### config.mk
export PLATFORM = sky130hd
export DESIGN_NAME = pipe_ctrl
export DESIGN_NICKNAME = d
export VERILOG_FILES = /design/src/rtl/pipe_ctrl.sv
export SDC_FILE = /design/constraint.sdc
export NUM_CORES = 1
export LEC_CHECK = 0
export CAP_MARGIN = 20
export CORE_MARGIN = 2
export CORE_UTILIZATION = 40
export CTS_BUF_LIST = sky130_fd_sc_hd__clkbuf_8
export DETAILED_ROUTE_END_ITERATION = 16
export GPL_ROUTABILITY_DRIVEN = 0
export GPL_TIMING_DRIVEN = 0
export PLACE_DENSITY = 0.86
export SLEW_MARGIN = 20
export SYNTH_ARGS = -nofsm -noshare
export SYNTH_HDL_FRONTEND = slang
export SYNTH_SLANG_ARGS = --single-unit
### constraint.sdc
create_clock -name clk -period 2.79 [get_ports clk]
set_input_delay 0.558 -clock clk [delete_from_list [all_inputs] [get_ports clk]]
set_output_delay 0.558 -clock clk [all_outputs]
set_load 0.02 [all_outputs]
### src/rtl/pipe_ctrl.sv
// Pipeline sequencer: merges ID/EX stall requests with MEM flushes and
// drives per-stage stalls, the ID/EX bubble, the redirect PC and a stall stat.
module pipe_ctrl #(
  parameter int CNT_W  = 6,
  parameter int STAT_W = 16
) (
  input  logic              clk,
  input  logic              rst,
  input  logic              stallreq_id,
  input  logic              ex_mc_start,
  input  logic [CNT_W-1:0]  ex_mc_cycles,
  input  logic              flush_req,
  input  logic [31:0]       flush_target,
  output logic [5:0]        stall,
  output logic              id_ex_bubble,
  output logic              ex_mc_done,
  output logic              flush,
  output logic [31:0]       flush_pc,
  output logic [STAT_W-1:0] stall_cnt
);

  typedef enum logic [1:0] {
    IDLE,
    BUSY,
    POSTFLUSH
  } state_t;

  localparam logic [5:0] STALL_EX = 6'b001111;
  localparam logic [5:0] STALL_ID = 6'b000111;

  state_t             state;
  state_t             state_nx;
  logic [CNT_W-1:0]   cnt;
  logic [CNT_W-1:0]   cnt_nx;
  logic [STAT_W-1:0]  stat_q;

  always_comb begin
    stall      = '0;
    ex_mc_done = 1'b0;
    flush      = 1'b0;
    flush_pc   = '0;
    state_nx   = state;
    cnt_nx     = cnt;
    if (rst) begin
      state_nx = IDLE;
      cnt_nx   = '0;
    end else if (flush_req) begin
      flush    = 1'b1;
      flush_pc = flush_target;
      state_nx = POSTFLUSH;
      cnt_nx   = '0;
    end else begin
      unique case (state)
        POSTFLUSH: state_nx = IDLE;
        BUSY: begin
          stall = STALL_EX;
          if (cnt == '0) begin
            ex_mc_done = 1'b1;
            state_nx   = IDLE;
          end else begin
            cnt_nx = cnt - CNT_W'(1);
          end
        end
        default: begin
          if (ex_mc_start) begin
            stall = STALL_EX;
            // zero-length ops are treated as single-cycle
            if (ex_mc_cycles <= CNT_W'(1)) begin
              ex_mc_done = 1'b1;
            end else begin
              cnt_nx   = ex_mc_cycles - CNT_W'(2);
              state_nx = BUSY;
            end
          end else if (stallreq_id) begin
            stall = STALL_ID;
          end
        end
      endcase
    end
  end

  assign id_ex_bubble = stall[2] & ~stall[3];
  assign stall_cnt    = rst ? '0 : stat_q;

  always_ff @(posedge clk) begin
    if (rst) begin
      state  <= IDLE;
      cnt    <= '0;
      stat_q <= '0;
    end else begin
      state <= state_nx;
      cnt   <= cnt_nx;
      if (|stall && !(&stat_q)) begin
        stat_q <= stat_q + STAT_W'(1);
      end
    end
  end

endmodule

==> impl_summary.log, run 1 <==
[metrics] remaining antenna violation count after routing: 0
[metrics] area occupied by multi-input gates: 1186 um^2
[metrics] critical path's top delay family: buffers and inverters
[metrics] combinational cell fraction of total power: 0.281
[metrics] number of buffers created by CTS: 3
[metrics] share of the core filled with cells: 0.6606
[metrics] async set-or-reset flop fraction in the synthesized netlist: 0
[metrics] Setup Buffers After CTS: 0
[metrics] clock share of power: 0.329
[metrics] overall die width: 70.63 um
[metrics] mean instance size in the synthesized netlist: 7.821 um^2
[metrics] critical path arrival: 2.15 ns
[metrics] number of warnings issued by yosys: 0
[metrics] internal power contribution: 0.0006746 W
[metrics] clock latency at the later pin of the worst-skew pair: 0.27 ns
[metrics] Final Hold Fails: 0
[metrics] transition time at the pin with the least slew margin: 0.6801 ns
[metrics] flip-flop and latch area: 480.5 um^2
[metrics] setup repair after global routing missed its margin: false
[metrics] hold wc startpoint: cnt[4]
[metrics] mapped cell area: 1775 um^2
[metrics] clock slew seen by the registers of the worst setup and hold paths: 0.08 ns
[metrics] largest clock skew in the final design: 0.006915 ns
[metrics] GRT Residual Overflow: 0
[metrics] final worst slack: 0.08207 ns
[metrics] Max stage delay cell, worst path: clkdlybuf4s50_1
[metrics] switching power: 0.0002434 W
[metrics] total routed wirelength: 5070 um
[metrics] result of the run: complete, no violations
[metrics] setup TNS after final layout: 0 ns
[metrics] length of the first detailed-routing pass in iterations: 4
[metrics] final number of max-transition violations: 0
[metrics] total number of vias: 1,880
[metrics] combined global-route utilization of all metal layers: 0.2012
[metrics] flip-flop cell with the highest count after synthesis: dfxtp_1
[metrics] via density per instance: 4.934
[metrics] switching portion of total power: 0.2652
[metrics] Critical Path End Type: output port
[metrics] wire length per cell: 13.31 um
[metrics] delay of the slowest cell on the worst path: 0.51 ns
[metrics] CTS max path bufs: 2
[metrics] maximum VDD drop: 0.3193 mV
[metrics] layout cells sized above 1: 0.08511
[metrics] required time worst endpoint: 2.23 ns
[metrics] sort of element at the start of the critical path: primary input
[metrics] I/O Buffers: 97
[metrics] clock tree from TritonCTS: built
[metrics] Buf+Inv Stages, Crit Path: 4
[metrics] Final period util: 0.9706
[metrics] maximum clock rate: 369.3 MHz
[metrics] CTS H-Tree Depth: 1
[metrics] normalized max-slew margin: 0.5424
[metrics] overall die height: 70.63 um
[metrics] diode count: 0
[metrics] layout filler cell count: 367
[metrics] count of different cell masters after synthesis: 45
[metrics] Layout area overhead: 60.89%
[metrics] number of endpoints failing setup at the final stage: 0
[metrics] effective utilization at floorplan: 0.4106
[metrics] sequential group share of total power: 0.390
[metrics] synthesized instance count: 227
[metrics] Sinks on Clock Net: 24
[metrics] 1st-iter DRT viols: 67
[metrics] number of enable-type register cells in the synthesized netlist: 0
[metrics] share of the yosys chip area belonging to registers: 0.2706
[metrics] Setup CP Type: in -> out
[metrics] clock root cell: clkbuf_8
[metrics] startpoint of the most critical setup path: flush_req
[metrics] cts-stage hold buffer count: 0
[metrics] LEAKAGE: 1.246 nW
[metrics] Top-Level Pins: 100
[metrics] post-route DRC violation count: 0
[metrics] die area: 4988 um^2
[metrics] number of antenna violations at the first check in global routing: 0
[metrics] floorplan core area: 4324 um^2
[metrics] power density over the cells: 321.4 nW/um^2
[metrics] final critical-path required period: 2.708 ns
[metrics] worst slack at placement: -0.3687 ns
[metrics] first-pass GRT wire length: 8418 um
[metrics] biggest fanout along the worst timing path: 9
[metrics] number of global-route vias before repair: 1,787
[metrics] Tightest Hold Check Type: reg -> reg
[metrics] number of nets in the final layout: 379
[metrics] synthesis-stage register bit count: 24
[metrics] dpl hpwl: 4016 um
[metrics] number of core rows: 24
[metrics] critical path cell sequence: clkdlybuf4s50_1, or2_1, buf_6, a21o_2, inv_1, clkdlybuf4s15_1
[metrics] Maximum Capacitance Violations: 0
[metrics] reg2reg start: state[0]
[metrics] maximum number of pins on one net before global-route repair: 15
-- cells in the final DEF, fill, tap and decap left out, types with 2 or more instances in the layout --
cell type        count
nor2b_1             11
conb_1               2
o21ai_0              6
dlymetal6s2s_1       3
nor3_1               6
clkbuf_2             7
nor2_1              26
inv_1               14
nand2_1              8
xor2_1               2
a21oi_1              7
dfxtp_1             24
nand3_1              5
clkbuf_8             3
nand2b_1             5
dlygate4sd2_1       32
xnor2_1             11
nand4_1              6
or3_1                3
a21o_1               2
nor4_1               9
and2_1              32
buf_4                4
mux2_1               4
mux2i_1              4
mux2_2               2
clkdlybuf4s50_1     58
ha_1                 6
-- cells by family (layout without fill, tap and decap cells) --
group,Yosys count,count (layout),synth area share
simple gates,119,119,0.3714
compound gates,28,28,0.1205
flops,24,24,0.2706
mux,10,10,0.06060
buf+inv,26,127,0.06835
xor+xnor,13,13,0.06413
other cells,1,2,0.002112
fa+ha+maj,6,6,0.04228
-- repair_timing --
| action | CTS | global route |
|---|---|---|
| gates resized for setup | 46 | 9 |
| setup endpoints to repair | 39 | 14 |
| gates cloned | 0 | 0 |
-- final cells by class --
| class | count | area share |
|---|---|---|
| Clock inverter | 1 | 0.01051 |
| Timing Repair Buffer | 97 | 0.3233 |
| Multi-Input combinational cell | 178 | 0.4152 |
| Inverter | 14 | 0.01840 |
| Clock buffer | 3 | 0.01445 |
| Tap cell | 52 | 0.02278 |
| Buffer | 12 | 0.02716 |
| Sequential cell | 24 | 0.1682 |
-- metrics by stage --
stage	total power, W	instances	hold slack, ns	cell area (um^2)
floorplan	0.0005037	228	0.4665	1779
global placement	0.0006316	377	0.4916	2815
detailed placement	0.0006348	377	0.4998	2815
CTS	0.0009322	381	0.5124	2860
global route	0.0009689	381	0.5639	2856
finish	0.0009181	381	0.5111	2856
-- Yosys cell counts, drive strengths merged (2+ instances only) --
library cell	count	area, um^2
a21oi	8	43.79
nor2b	12	75.07
a21o	3	22.52
mux2i	4	40.04
dfxtp	24	480.5
nand4	6	37.54
nand2	8	30.03
clkbuf	6	22.52
buf	6	46.29
nor2	26	97.59
nor4	9	56.30
xor2	2	17.52
or3	3	18.77
and2	32	200.2
ha	6	75.07
nand3	5	25.02
xnor2	11	96.34
mux2	6	67.56
nand2b	5	31.28
inv	14	52.55
or2	2	12.52
nor3	6	30.03
o21ai	6	30.03
-- worst paths after layout --
path | endpoint | slack, ns | cells after the start
max reg2reg | stat_q[4] | 0.66 | 7
max | stall[0] | 0.08 | 6
min reg2reg | cnt[4] | 0.51 | 2
min | cnt[4] | 0.51 | 2
-- per-layer routing --
layer  wire length [um]  GRT usage  vias up
met4                 36    0.02725        0
met3                204    0.04274        4
met2               2533     0.3407       40
met1               2295     0.2720      861
met5                  0          0        -
li1                   -          -      975
-- power groups by stage --
stage	logic [W]	clock network [W]	registers [W]
2_1_floorplan	0.000140	0	0.000364
3_3_place_gp	0.000266	0	0.000365
3_5_place_dp	0.000269	0	0.000366
4_1_cts	0.000259	0.000315	0.000358
5_1_grt	0.000281	0.000328	0.000360
6_report	0.000258	0.000302	0.000358
-- worst reg2reg max path: cells and delay by family (launching register included) --
kind | cells | cell delay, ns
flip-flops | 1 | 0.36
AO/OA/AOI/OAI | 2 | 0.56
buffers and inverters | 1 | 0.05
multiplexers | 1 | 0.32
AND/OR/NAND/NOR | 2 | 0.37
adder cells (fa/ha/maj) | 1 | 0.37
-- state kept, by name (all words and copies together), names as in the netlist --
name	count
cnt	6
state	2
stat_q	16
Note: power is estimated with default switching activity, not from simulation.
==> run 2: changes to the inputs <==
--- a/config.mk
+++ b/config.mk
@@ -6,7 +6,7 @@
 export NUM_CORES = 1
 export LEC_CHECK = 0
 export CAP_MARGIN = 20
-export CORE_MARGIN = 2
+export CORE_MARGIN = 1.5
 export CORE_UTILIZATION = 40
 export CTS_BUF_LIST = sky130_fd_sc_hd__clkbuf_8
 export DETAILED_ROUTE_END_ITERATION = 16
==> run 2 against run 1 <==
  * Final area about the same
  * Clock skew decreased by 0.0038 ns
  * Final cell count unchanged
  * Die area fell by 2.8%
  * Total power up 0.94%
  * Register-to-register slack got worse by 0.04 ns
  * Critical endpoint unchanged
  * Largest cell class unchanged
==> impl_summary.log, run 2 (synthesis gave the netlist of run 1 again) <==
[metrics] result of the run: complete, no violations
[metrics] sort of element at the start of the critical path: primary input
[metrics] Critical R2R Capture: stat_q[4]
[metrics] number of cell instances on the worst register-to-register path: 7
[metrics] Setup CP Type: in -> out
[metrics] number of endpoints failing setup at the final stage: 0
[metrics] required time worst endpoint: 2.23 ns
[metrics] M3 GR Usage: 0.02326
[metrics] total number of vias: 1,896
[metrics] diode count: 0
[metrics] total non-filler cell area in the finished layout: 2859 um^2
[metrics] number of core rows: 24
[metrics] layout filler cell count: 415
[metrics] effective utilization at floorplan: 0.4106
[metrics] global routing met1 resource utilization: 0.2665
[metrics] layout cells sized above 1: 0.08207
[metrics] critical path arrival: 2.14 ns
[metrics] most common cell after layout, fill and taps aside: clkdlybuf4s50_1
[metrics] gr busiest metal: met2
[metrics] Final period util: 0.9675
[metrics] wire length per cell: 13.70 um
[metrics] clock latency at the later pin of the worst-skew pair: 0.27 ns
[metrics] CTS max path bufs: 2
[metrics] normalized max-slew margin: 0.5331
[metrics] met2 usage in global routing: 0.3761
[metrics] clock slew seen by the registers of the worst setup and hold paths: 0.09 ns
[metrics] biggest fanout along the worst timing path: 9
[metrics] WHS Endpoint: cnt[3]
[metrics] reg2reg start: state[0]
[metrics] Tightest Hold Check Type: reg -> reg
[metrics] number of flip-flops under the largest register name: 16
[metrics] power density over the cells: 324.1 nW/um^2
[metrics] floorplan core area: 4324 um^2
[metrics] final critical-path required period: 2.699 ns
[metrics] most frequent cells in the layout: 58 x clkdlybuf4s50_1, 32 x and2_1, 31 x dlygate4sd2_1
[metrics] overall die width: 69.63 um
[metrics] length of the first detailed-routing pass in iterations: 4
[metrics] combined global-route utilization of all metal layers: 0.2082
[metrics] LEAKAGE: 1.260 nW
[metrics] number of antenna violations at the first check in global routing: 0
[metrics] via density per instance: 4.976
[metrics] I/O Buffers: 97
[metrics] final number of max-transition violations: 0
[metrics] maximum VDD drop: 0.2004 mV
[metrics] total routed wirelength: 5221 um
[metrics] dpl hpwl: 4098 um
[metrics] Top-Level Pins: 100
[metrics] Critical Path End Type: output port
[metrics] GRT Residual Overflow: 0
[metrics] post-route DRC violation count: 0
[metrics] overall die height: 69.63 um
[metrics] setup repair after global routing missed its margin: false
[metrics] slack of the worst reg-to-reg path: 0.62 ns
[metrics] largest clock skew in the final design: 0.003110 ns
[metrics] Reg with most FFs: stat_q
[metrics] remaining antenna violation count after routing: 0
[metrics] number of nets in the final layout: 379
[metrics] hold wc startpoint: cnt[3]
[metrics] number of global-route vias before repair: 1,787
[metrics] transition time at the pin with the least slew margin: 0.6940 ns
[metrics] area post-placement: 2815 um^2
[metrics] Worst Hold Depth: 2
[metrics] Sinks on Clock Net: 24
[metrics] number of buffers created by CTS: 3
[metrics] maximum number of pins on one net before global-route repair: 15
[metrics] worst slack at placement: -0.3239 ns
[metrics] first-pass GRT wire length: 8376 um
[metrics] clock root cell: clkbuf_8
[metrics] clock tree from TritonCTS: built
[metrics] Layout area overhead: 61.03%
[metrics] maximum clock rate: 370.5 MHz
[metrics] largest registers ranked by flip-flop count: stat_q: 16 flops, cnt: 6 flops, state: 2 flops
[metrics] 1st-iter DRT viols: 66
[metrics] CTS H-Tree Depth: 1
[metrics] die area: 4848 um^2
[metrics] Maximum Capacitance Violations: 0
[metrics] Final Hold Fails: 0
[metrics] final worst slack: 0.09074 ns
## run 2: where the power goes
| part | switching, W | internal (W) |
|---|---|---|
| Clock | 0.000118 | 0.000192 |
| Sequential | 0.00000762 | 0.000350 |
| Combinational | 0.000126 | 0.000132 |
## run 2: layer usage
layer	up-vias	part of all wire
met4	0	0.0059
met5	-	0
met3	2	0.025
li1	972	-
met2	30	0.52
met1	892	0.45
## run 2: worst max-delay path by stage
stage	start	endpoint	slack, ns	depth (start not counted)
after global routing	flush_req	stall[0]	0.02	6
after CTS	rst	stall_cnt[7]	-0.02	5
after floorplan	ex_mc_cycles[3]	ex_mc_done	0.71	4
final	flush_req	stall[0]	0.09	6
after detailed placement	flush_req	flush_pc[27]	-0.32	5
after global placement	flush_req	flush_pc[23]	-0.33	5
## run 2: layout make-up
cell class	count	area, um^2	area share
Multi-Input combinational cell	178	1185	0.4144
Timing Repair Buffer	97	927.1	0.3243
Sequential cell	24	480.5	0.1681
Buffer	12	77.57	0.02713
Tap cell	52	65.06	0.02276
Inverter	14	52.55	0.01838
Clock buffer	3	41.29	0.01444
Clock inverter	1	30.03	0.01050
## run 2: critical path: stages
cell,delay (ns)
clkdlybuf4s50_1,0.49
or2_1,0.28
buf_6,0.14
a21o_1,0.24
inv_1,0.12
clkdlybuf4s15_1,0.30
## run 2: what timing repair did
item | in CTS | in global routing
pin swaps | 0 | 0
buffers inserted | 0 | 0
resized for setup | 45 | 9
cloned | 0 | 0
hold endpoints to repair | 0 | 0
endpoints found under the setup margin | 38 | 14
hold buffers | 0 | 0
## run 2: through the flow
stage | hold slack (ns) | utilization | power, W | instances | TNS [ns]
floorplan | 0.4665 | - | 0.0005037 | 228 | 0
CTS | 0.5188 | 0.6617 | 0.0009322 | 381 | -0.04262
global route | 0.5544 | 0.6612 | 0.0009751 | 381 | 0
finish | 0.5114 | 0.6612 | 0.0009267 | 381 | 0
detailed placement | 0.5048 | 0.6510 | 0.0006361 | 377 | -9.998
global placement | 0.4926 | 0.6510 | 0.0006319 | 377 | -9.920
